$ cat src/rtl/ascii_disp_pkg.sv
// ascii_disp_pkg: constants, scan FSM encoding and digit-select helper shared by the display controller.
// Latency: n/a (declarations only).
// Backpressure: n/a.
package ascii_disp_pkg;

  // Active-low segment pattern with every segment off.
  localparam logic [6:0] SEG_BLANK   = 7'h7F;
  // Character a digit holds until the host writes it.
  localparam logic [7:0] ASCII_SPACE = 8'h20;
  // Upper bound on multiplexed digits; sizes the one-hot helper.
  localparam int         MAX_DIGITS  = 8;

  typedef enum logic {
    GUARD = 1'b0,
    DRIVE = 1'b1
  } scanState_t;

  // One-hot digit select for a scan index; callers truncate to their digit count.
  function automatic logic [MAX_DIGITS-1:0] onehot(input logic [2:0] idx);
    return MAX_DIGITS'(1) << idx;
  endfunction

endpackage

$ cat src/rtl/scan_tick_timer.sv
// scan_tick_timer: loadable down-counter that times the guard and drive windows of the digit scan.
// Latency: last is combinational from the count; a load takes effect on the next edge.
// Backpressure: none; load has priority over counting.
//
// Ports:
//   clk, reset  clock and asynchronous active-high reset (count returns to RST_VAL)
//   load        reload the count from loadVal at the next edge
//   loadVal     window length minus one
//   last        high during the final cycle of the current window
module scan_tick_timer #(
  parameter int CNT_W   = 2,
  parameter int RST_VAL = 0
) (
  input  logic             clk,
  input  logic             reset,
  input  logic             load,
  input  logic [CNT_W-1:0] loadVal,
  output logic             last
);

  logic [CNT_W-1:0] cnt;

  always_ff @(posedge clk or posedge reset) begin
    if (reset) begin
      cnt <= CNT_W'(RST_VAL);
    end else if (load) begin
      cnt <= loadVal;
    end else if (cnt != '0) begin
      // Stops at zero so a missed reload never wraps into a huge window.
      cnt <= cnt - CNT_W'(1);
    end
  end

  assign last = (cnt == '0);

endmodule

$ cat src/rtl/ascii_scan_ctrl.sv
// ascii_scan_ctrl: time-multiplexes NUM_DIGITS seven-segment digits through one shared ASCII converter.
// Latency: each digit is sampled on its last guard edge and lit for DRIVE_CYC cycles; frame = NUM_DIGITS*(GUARD_CYC+DRIVE_CYC).
// Backpressure: none; host writes are always accepted, scan_en low parks the scan blanked on digit 0.
//
// Ports:
//   clk, reset         clock and asynchronous active-high reset
//   scan_en            1 = scanning, 0 = all digits blanked, scan held at digit 0
//   wr_en/addr/data    host write port into the per-digit character buffer
//   ascii_code         buffered character of the digit being scanned, to the shared converter
//   seg_in             converter result for ascii_code
//   hex_seg            registered active-low segment drive
//   digit_en           registered one-hot digit enable
//   frame_done         one-cycle pulse after the last digit's drive window
module ascii_scan_ctrl #(
  parameter int NUM_DIGITS = 4,
  parameter int ADDR_W     = 2,
  parameter int GUARD_CYC  = 2,
  parameter int DRIVE_CYC  = 50000
) (
  input  logic                  clk,
  input  logic                  reset,
  input  logic                  scan_en,
  input  logic                  wr_en,
  input  logic [ADDR_W-1:0]     wr_addr,
  input  logic [7:0]            wr_data,
  output logic [7:0]            ascii_code,
  input  logic [6:0]            seg_in,
  output logic [6:0]            hex_seg,
  output logic [NUM_DIGITS-1:0] digit_en,
  output logic                  frame_done
);

  import ascii_disp_pkg::*;

  localparam int IDX_W   = $clog2(NUM_DIGITS);
  localparam int MAX_CYC = (GUARD_CYC > DRIVE_CYC) ? GUARD_CYC : DRIVE_CYC;
  localparam int CNT_W   = (MAX_CYC > 1) ? $clog2(MAX_CYC) : 1;

  localparam logic [CNT_W-1:0] GUARD_LOAD = CNT_W'(GUARD_CYC - 1);
  localparam logic [CNT_W-1:0] DRIVE_LOAD = CNT_W'(DRIVE_CYC - 1);
  localparam logic [IDX_W-1:0] LAST_IDX   = IDX_W'(NUM_DIGITS - 1);

  scanState_t            state;
  logic [IDX_W-1:0]      scanIdx;
  logic [7:0]            charBuf [NUM_DIGITS];
  logic                  wrHit;
  logic                  tickLast;
  logic                  timerLoad;
  logic [CNT_W-1:0]      timerLoadVal;
  logic [NUM_DIGITS-1:0] scanOneHot;

  // Addresses past the last digit are dropped rather than aliased.
  assign wrHit = wr_en && (int'(wr_addr) < NUM_DIGITS);

  always_ff @(posedge clk or posedge reset) begin
    if (reset) begin
      for (int i = 0; i < NUM_DIGITS; i++) begin
        charBuf[i] <= ASCII_SPACE;
      end
    end else if (wrHit) begin
      charBuf[wr_addr[IDX_W-1:0]] <= wr_data;
    end
  end

  // The converter sees the buffer directly, so a write lands on ascii_code the
  // cycle after its edge; the segments only follow at the next guard sample.
  assign ascii_code = charBuf[scanIdx];
  assign scanOneHot = NUM_DIGITS'(onehot(3'(scanIdx)));

  // Reload at every window boundary; scan_en low keeps the timer armed for a
  // full guard window so re-enabling always starts with a blank interval.
  assign timerLoad    = !scan_en || tickLast;
  assign timerLoadVal = (!scan_en || state == DRIVE) ? GUARD_LOAD : DRIVE_LOAD;

  scan_tick_timer #(
    .CNT_W   (CNT_W),
    .RST_VAL (GUARD_CYC - 1)
  ) u_tickTimer (
    .clk     (clk),
    .reset   (reset),
    .load    (timerLoad),
    .loadVal (timerLoadVal),
    .last    (tickLast)
  );

  always_ff @(posedge clk or posedge reset) begin
    if (reset) begin
      state      <= GUARD;
      scanIdx    <= '0;
      hex_seg    <= SEG_BLANK;
      digit_en   <= '0;
      frame_done <= 1'b0;
    end else begin
      frame_done <= 1'b0;
      if (!scan_en) begin
        state    <= GUARD;
        scanIdx  <= '0;
        hex_seg  <= SEG_BLANK;
        digit_en <= '0;
      end else if (tickLast) begin
        case (state)
          GUARD: begin
            // Segments and enable switch on the same edge, so the digit
            // never shows the previous digit's pattern.
            hex_seg  <= seg_in;
            digit_en <= scanOneHot;
            state    <= DRIVE;
          end
          DRIVE: begin
            hex_seg  <= SEG_BLANK;
            digit_en <= '0;
            state    <= GUARD;
            if (scanIdx == LAST_IDX) begin
              scanIdx    <= '0;
              frame_done <= 1'b1;
            end else begin
              scanIdx <= scanIdx + IDX_W'(1);
            end
          end
          default: state <= GUARD;
        endcase
      end
    end
  end

  aOneHotEn: assert property (@(posedge clk) disable iff (reset) $onehot0(digit_en));
  aDarkInGuard: assert property (@(posedge clk) disable iff (reset)
    (state == GUARD) |-> (digit_en == '0));
  aBlankWhenDark: assert property (@(posedge clk) disable iff (reset)
    (digit_en == '0) |-> (hex_seg == SEG_BLANK));

endmodule

$ cat config.mk
export PLATFORM = sky130hd
export DESIGN_NAME = ascii_scan_ctrl
export DESIGN_NICKNAME = d
export VERILOG_FILES = /design/src/rtl/ascii_disp_pkg.sv /design/src/rtl/scan_tick_timer.sv /design/src/rtl/ascii_scan_ctrl.sv
export SDC_FILE = /design/constraint.sdc
export NUM_CORES = 1
export LEC_CHECK = 0
export ABC_AREA = 0
export CAP_MARGIN = 25
export CORE_MARGIN = 1.5
export CORE_UTILIZATION = 49
export DETAILED_ROUTE_END_ITERATION = 6
export HOLD_SLACK_MARGIN = 0.06
export PLACE_DENSITY = 0.75
export SLEW_MARGIN = 15
export SYNTH_ARGS = -nofsm -noshare
export SYNTH_HDL_FRONTEND = slang
export SYNTH_SLANG_ARGS = --single-unit
$ cat constraint.sdc
create_clock -name clk -period 2.1 [get_ports clk]
set_clock_uncertainty 0.1 [all_clocks]
set_input_delay 0.42 -clock clk [delete_from_list [all_inputs] [get_ports clk]]
set_output_delay 0.42 -clock clk [all_outputs]
set_load 0.01 [all_outputs]
==> reports/metrics.yaml <==
clock_sinks: 63
grt_pass1_wl_microns: 9450
slew_headroom: 0.712
reg2reg_to: "u_tickTimer.cnt[3]$_DFFE_PP0P_"
cp_max_fo: 6
yosys_most_used_dff: "dfrtp_1"
ir_drop_mv: 0.575
use_met3: 0.0514
ys_warn_count: 0
via_per_inst: 5.51
routed_wirelength_microns: 5540
syn2layout_area_growth_pct: 29.6
drtIter0Drc: 90
rsz0062_at_grt: "true"
pre_cts_ws_ns: 0.0388
die_w_microns: 79.5
postCtsHoldBufs: 0
clockBufferDepth: 2
netlist_instances: 207
syn-num-nets: 234
wl_per_cell_microns: 15.9
crit_required_ns: 1.58
yosysTopAreaCell: "dfrtp_1"
fin_crit_ns: 2.05
ctsHtreeMaxLevel: 3
cp_data_arrival_time_ns: 1.53
multi_input_area_sq_um: 1230
ios: 41
synth_most_common_cell: "dfrtp_1"
maxCapViolations: 0
nets: 298
critical_path.startpoint: "scanIdx[0]$_DFFE_PP0P_"
final_util: 0.667
path_clk_slew_ns: 0.07
coreArea_sq_um: 5570
rows: 27
num_vias: 1916
p_leak_uw: 0.00158
cts_tree: "built"
r2r_start: "u_tickTimer.cnt[1]$_DFFE_PP0P_"
synthTopCellsByArea: "dfrtp_1 (44%), mux2_2 (13%), dfstp_2 (11%)"
use_met1: 0.282
drive_gt1_frac: 0.377
initial_core_util: 0.515
synth-seq-area-share: 0.555
tightest_slew_ns: 0.431
final_antenna_net_count: 0
clk-insertion-delay-late_ns: 0.32
netlist_area_sq_um: 2870
powerDensity_nw_per_um2: 1120
synth_common_cells: "dfrtp_1 (51), mux2_2 (32), nor2_1 (13)"
drc: 0
grt_pass1_vias: 1901
path_class: "reg2out"
r2r_cells: 6
status: "complete, no violations"
cts_buffers: 9
grt-busiest-layer: "met2"
slew_viol_final: 0
synth_cell_types: 43
drt-pass1-iter-count: 4
yosysTopAreaCellShare: 0.445
startpoint_type: "register"
setup_violations: 0
fin_ws_ns: 0.0501
antenna_found_initial: 0
grt_usage: 0.200
fin_crit_sh: 0.976
met2_usage: 0.297
hold_path.class: "in2async"
hold_violations: 0
syn_area_per_cell_sq_um: 13.9
port_buffers: 40
regArea_sq_um: 1590
diodes: 0
die-area_sq_um: 6320
cts_root_buf: "clkbuf_8"
critPathCaptureType: "output port"
fillers: 437
synth-edff-count: 0
fmax_mhz: 488
fin_setup_tns_ns: 0
grt_max_degree: 64
grt_overflow: 0
globalplace.congestion: 0.821
hpwl_microns: 3600
die-height_microns: 79.5
async_flop_share: 1.00
regToRegSetupSlack_ns: 0.16
ys_ff_latch: 63
through the flow:
| step | cells | hold WS, ns | power [uW] | cell area (sq um) |
|---|---|---|---|---|
| detailed placement | 327 | 0.347 | 2990 | 3470 |
| CTS | 344 | 0.367 | 4110 | 3660 |
| global placement | 327 | 0.344 | 2950 | 3470 |
| floorplan | 207 | 0.333 | 2520 | 2870 |
| global route | 348 | 0.395 | 4400 | 3720 |
| finish | 348 | 0.366 | 4150 | 3720 |
layout make-up:
cell class / count / area share
sequential: 63 / 0.428
multi-input combinational: 132 / 0.332
timing repair buffer: 59 / 0.151
clock buffer: 12 / 0.0390
tap: 72 / 0.0242
clock inverter: 4 / 0.0188
inverter: 6 / 0.00606
worst max-delay path: stages, from the launching register on:
cell and delay (ns):
dfrtp_1 0.40, buf_12 0.15, mux4_2 0.52, buf_6 0.14
per-layer routing:
layer / vias to the layer above / share of wire
met2: 33 / 0.49
li1: 891 / -
met5: - / 0
met3: 6 / 0.029
met1: 986 / 0.47
met4: 0 / 0.010
registers in the layout, indices dropped and copies added (netlist names):
register	cells
scanIdx	2
charBuf	32
digit_en	4
state	1
hex_seg	7
u_tickTimer.cnt	16
frame_done	1
cell families after synthesis:
logic type                 Yosys count  share of synthesized area
DFF                                 63                      0.555
buffers and inverters               13                     0.0209
muxes                               42                      0.195
AOI/OAI and AO/OA                   27                     0.0685
xor gates and xnor gates            11                     0.0336
and+or+nand+nor                     45                      0.101
adders and majority gates            6                     0.0262
power breakdown:
group	internal, uW	switching (uW)	leakage, uW
Sequential	1510	223	0.000772
Clock	698	438	0.000110
Combinational	688	588	0.000696
Total	2900	1250	0.00158
layout by cell type (no fill, tap or decap), types with 7 or more instances in the layout:
| cell type | Yosys | routed |
|---|---|---|
| clkbuf_8 | 0 | 10 |
| nand2_1 | 7 | 7 |
| mux4_2 | 8 | 8 |
| clkdlybuf4s50_1 | 0 | 32 |
| mux2_2 | 32 | 32 |
| nor2_1 | 13 | 13 |
| dfstp_2 | 12 | 12 |
| dfrtp_1 | 51 | 51 |
| buf_4 | 0 | 15 |
| o22a_1 | 7 | 7 |
| xor2_1 | 8 | 8 |
worst max-delay path by stage:
stage	end	slack (ns)
5_1_grt	ascii_code[7]	-0.006
3_3_place_gp	ascii_code[5]	0.05
2_1_floorplan	charBuf[0]$_DFFE_PP0P_	0.03
3_5_place_dp	ascii_code[5]	0.04
4_1_cts	ascii_code[2]	0.03
6_report	ascii_code[7]	0.05
repair_timing:
item	4_1_cts	5_1_grt
gates resized for setup	33	5
pin swaps	0	2
setup endpoints to repair	8	15
cloned	0	1
setup buffers	1	3
(Power assumes the default switching activity.)
==> RTL change: new RTL, same flow settings <==
Register the inputs `scan_en`, `wr_en`, `wr_addr`, `wr_data` and `seg_in` before use, with the module's reset. The logic sees them one clock later.
--- a/src/rtl/ascii_scan_ctrl.sv
+++ b/src/rtl/ascii_scan_ctrl.sv
@@ -40,6 +40,28 @@
   localparam logic [CNT_W-1:0] DRIVE_LOAD = CNT_W'(DRIVE_CYC - 1);
   localparam logic [IDX_W-1:0] LAST_IDX   = IDX_W'(NUM_DIGITS - 1);
 
+  logic scan_en_q;
+  logic wr_en_q;
+  logic [ADDR_W-1:0] wr_addr_q;
+  logic [7:0] wr_data_q;
+  logic [6:0] seg_q;
+
+  always_ff @(posedge clk or posedge reset) begin
+    if (reset) begin
+      scan_en_q <= '0;
+      wr_en_q   <= '0;
+      wr_addr_q <= '0;
+      wr_data_q <= '0;
+      seg_q     <= '0;
+    end else begin
+      scan_en_q <= scan_en;
+      wr_en_q   <= wr_en;
+      wr_addr_q <= wr_addr;
+      wr_data_q <= wr_data;
+      seg_q     <= seg_in;
+    end
+  end
+
   scanState_t            state;
   logic [IDX_W-1:0]      scanIdx;
   logic [7:0]            charBuf [NUM_DIGITS];
@@ -50,7 +72,7 @@
   logic [NUM_DIGITS-1:0] scanOneHot;
 
   // Addresses past the last digit are dropped rather than aliased.
-  assign wrHit = wr_en && (int'(wr_addr) < NUM_DIGITS);
+  assign wrHit = wr_en_q && (int'(wr_addr_q) < NUM_DIGITS);
 
   always_ff @(posedge clk or posedge reset) begin
     if (reset) begin
@@ -58,7 +80,7 @@
         charBuf[i] <= ASCII_SPACE;
       end
     end else if (wrHit) begin
-      charBuf[wr_addr[IDX_W-1:0]] <= wr_data;
+      charBuf[wr_addr_q[IDX_W-1:0]] <= wr_data_q;
     end
   end
 
@@ -69,8 +91,8 @@
 
   // Reload at every window boundary; scan_en low keeps the timer armed for a
   // full guard window so re-enabling always starts with a blank interval.
-  assign timerLoad    = !scan_en || tickLast;
-  assign timerLoadVal = (!scan_en || state == DRIVE) ? GUARD_LOAD : DRIVE_LOAD;
+  assign timerLoad    = !scan_en_q || tickLast;
+  assign timerLoadVal = (!scan_en_q || state == DRIVE) ? GUARD_LOAD : DRIVE_LOAD;
 
   scan_tick_timer #(
     .CNT_W   (CNT_W),
@@ -92,7 +114,7 @@
       frame_done <= 1'b0;
     end else begin
       frame_done <= 1'b0;
-      if (!scan_en) begin
+      if (!scan_en_q) begin
         state    <= GUARD;
         scanIdx  <= '0;
         hex_seg  <= SEG_BLANK;
@@ -102,7 +124,7 @@
           GUARD: begin
             // Segments and enable switch on the same edge, so the digit
             // never shows the previous digit's pattern.
-            hex_seg  <= seg_in;
+            hex_seg  <= seg_q;
             digit_en <= scanOneHot;
             state    <= DRIVE;
           end
Function: changed (a bounded check fails within 4 cycles, from zero or initial values and one cycle with reset high).
==> RTL change against the unedited design <==
  * The flow now finishes with violations (setup timing)
  * Setup slack worse by 0.079 ns
  * Routed wire length is 12% higher
  * Synthesized area is 18% higher
  * Non-clock buffer count is 6 lower
  * Cell area is 14% higher
  * Worst hold slack worse by 0.0076 ns
  * Global-route usage is 1.7 points lower
  * Combinational power is 5% higher
  * Power is 13% higher
  * Die area is 18% higher
  * Sequential cell count is 19 higher
  * Critical endpoint is now ascii_code[4]
==> RTL change: results (changes against the unedited design) <==
[cts]
insertion_delay_ns=0.35  ; was 0.32 ns
cts.clk_slew.worst_paths_ns=0.09  ; was 0.07 ns

[yosys]
synthTopCellsByArea=dfrtp_1 52%, mux2_2 11%, dfstp_2 9.3%  ; was dfrtp_1 44%, mux2_2 13%, dfstp_2 11%
yosys.area_share.adder_pct=2.21  ; was 2.62%
synth.mux.area_fraction_pct=16.5  ; was 19.5%
synth_common_cells=70 x dfrtp_1, 32 x mux2_2, 12 x dfstp_2, 12 x nor2_1, 11 x nand2_1  ; was 51 x dfrtp_1, 32 x mux2_2, 13 x nor2_1
synth-compound-area-share_pct=5.67  ; was 6.85%
synth.net_count=263  ; was 234

[power_and_ir_drop]
p_leak_nw=1.79  ; was 1.58 nW
p_sw_share_pct=31.5  ; was 30.1%
vdd_drop_max_uv=528  ; was 575 uV
combPwrFrac_pct=28.6  ; was 30.8%

[placed_design]
post-dp-hpwl_mm=3.99  ; was 3.60 mm
pre_cts_ws_ns=-0.0341  ; was 0.0388 ns
gp_congestion=0.782  ; was 0.821
dpl_cell_area_um2=3970  ; was 3470 um^2

[status]
violations=setup timing
status=finished with violations  ; was complete, no violations

[global_routing]
gr-usage-met1_pct=25.5  ; was 28.2%
grt_pass1_wl_mm=10.3  ; was 9.45 mm
grt_pass1_vias=2148  ; was 1901
grt_max_degree=83  ; was 64
met2_usage_pct=28.3  ; was 29.7%
grt_use_total_pct=18.3  ; was 20.0%
grtUsageMet3_pct=3.52  ; was 5.14%

[timing]
setup_viol=7  ; was 0
relSlewSlack_pct=67.8  ; was 71.2%
fin_ws_ns=-0.0289  ; was 0.0501 ns
finalSetupTns_ns=-0.0534  ; was 0 ns

[finish]
drive_above_1_share_pct=34.9  ; was 37.7%
final_nets=320  ; was 298
largestRegisters=charBuf (32), u_tickTimer.cnt (16), wr_data_q (8)  ; was charBuf (32), u_tickTimer.cnt (16), hex_seg (7)

[route]
vias_per_cell=5.52  ; was 5.51
dr.first_iter.drc_count=112  ; was 90

[critical_path]
worstPathArrival_ns=1.61  ; was 1.53 ns

[hold_path]
hp-class=flop to flop  ; was primary input to async pin

## RTL change: what timing repair did
item	CTS	global route
hold endpoints to repair	0	0
buffers inserted	1	0
resized for setup	38	6
gates cloned	1	1
setup endpoints to repair	12	19
pin swaps	0	1
## RTL change: layer usage
layer	up-vias	share of wire (%)	routed length (um)
met1	1076	46	2850
met3	4	2.9	180
met5	-	0	0
met4	0	0.83	52
met2	43	51	3150
li1	964	-	-
## RTL change: through the flow
step	hold slack [ns]	power, mW	instances
CTS	0.368	4.68	377
floorplan	0.338	3.03	236
global placement	0.339	3.42	359
detailed placement	0.347	3.48	359
global route	0.378	4.96	378
finish	0.358	4.68	378
## RTL change: cell families (layout without fill, tap and decap cells)
logic type	Yosys count	after routing
AO/OA/AOI/OAI	26	26
XOR/XNOR	10	10
adder cells (fa/ha/maj)	6	6
buffers and inverters	16	77
flip-flops	82	82
multiplexers	42	42
AND/OR/NAND/NOR	54	55
## RTL change: final timing paths
kind | start | end | slack (ns) | cells past startpoint
worst min register to register | seg_q[0] | hex_seg[0] | 0.36 | 1
worst min-delay path | seg_q[0] | hex_seg[0] | 0.36 | 1
worst max register to register | u_tickTimer.cnt[1] | hex_seg[4] | 0.12 | 6
min in group asynchronous | reset | u_tickTimer.cnt[10] | 0.44 | 3
worst max-delay path | scanIdx[0] | ascii_code[4] | -0.03 | 3
max in group asynchronous | reset | charBuf[5] | 1.11 | 3
## RTL change: final cells by class
type / instances / area (um^2)
Fill cell: 531 / 2520
Inverter: 8 / 33.8
Clock inverter: 6 / 72.6
Timing Repair Buffer: 53 / 532
Clock buffer: 10 / 138
Tap cell: 80 / 100
Multi-Input combinational cell: 139 / 1290
Sequential cell: 82 / 2070
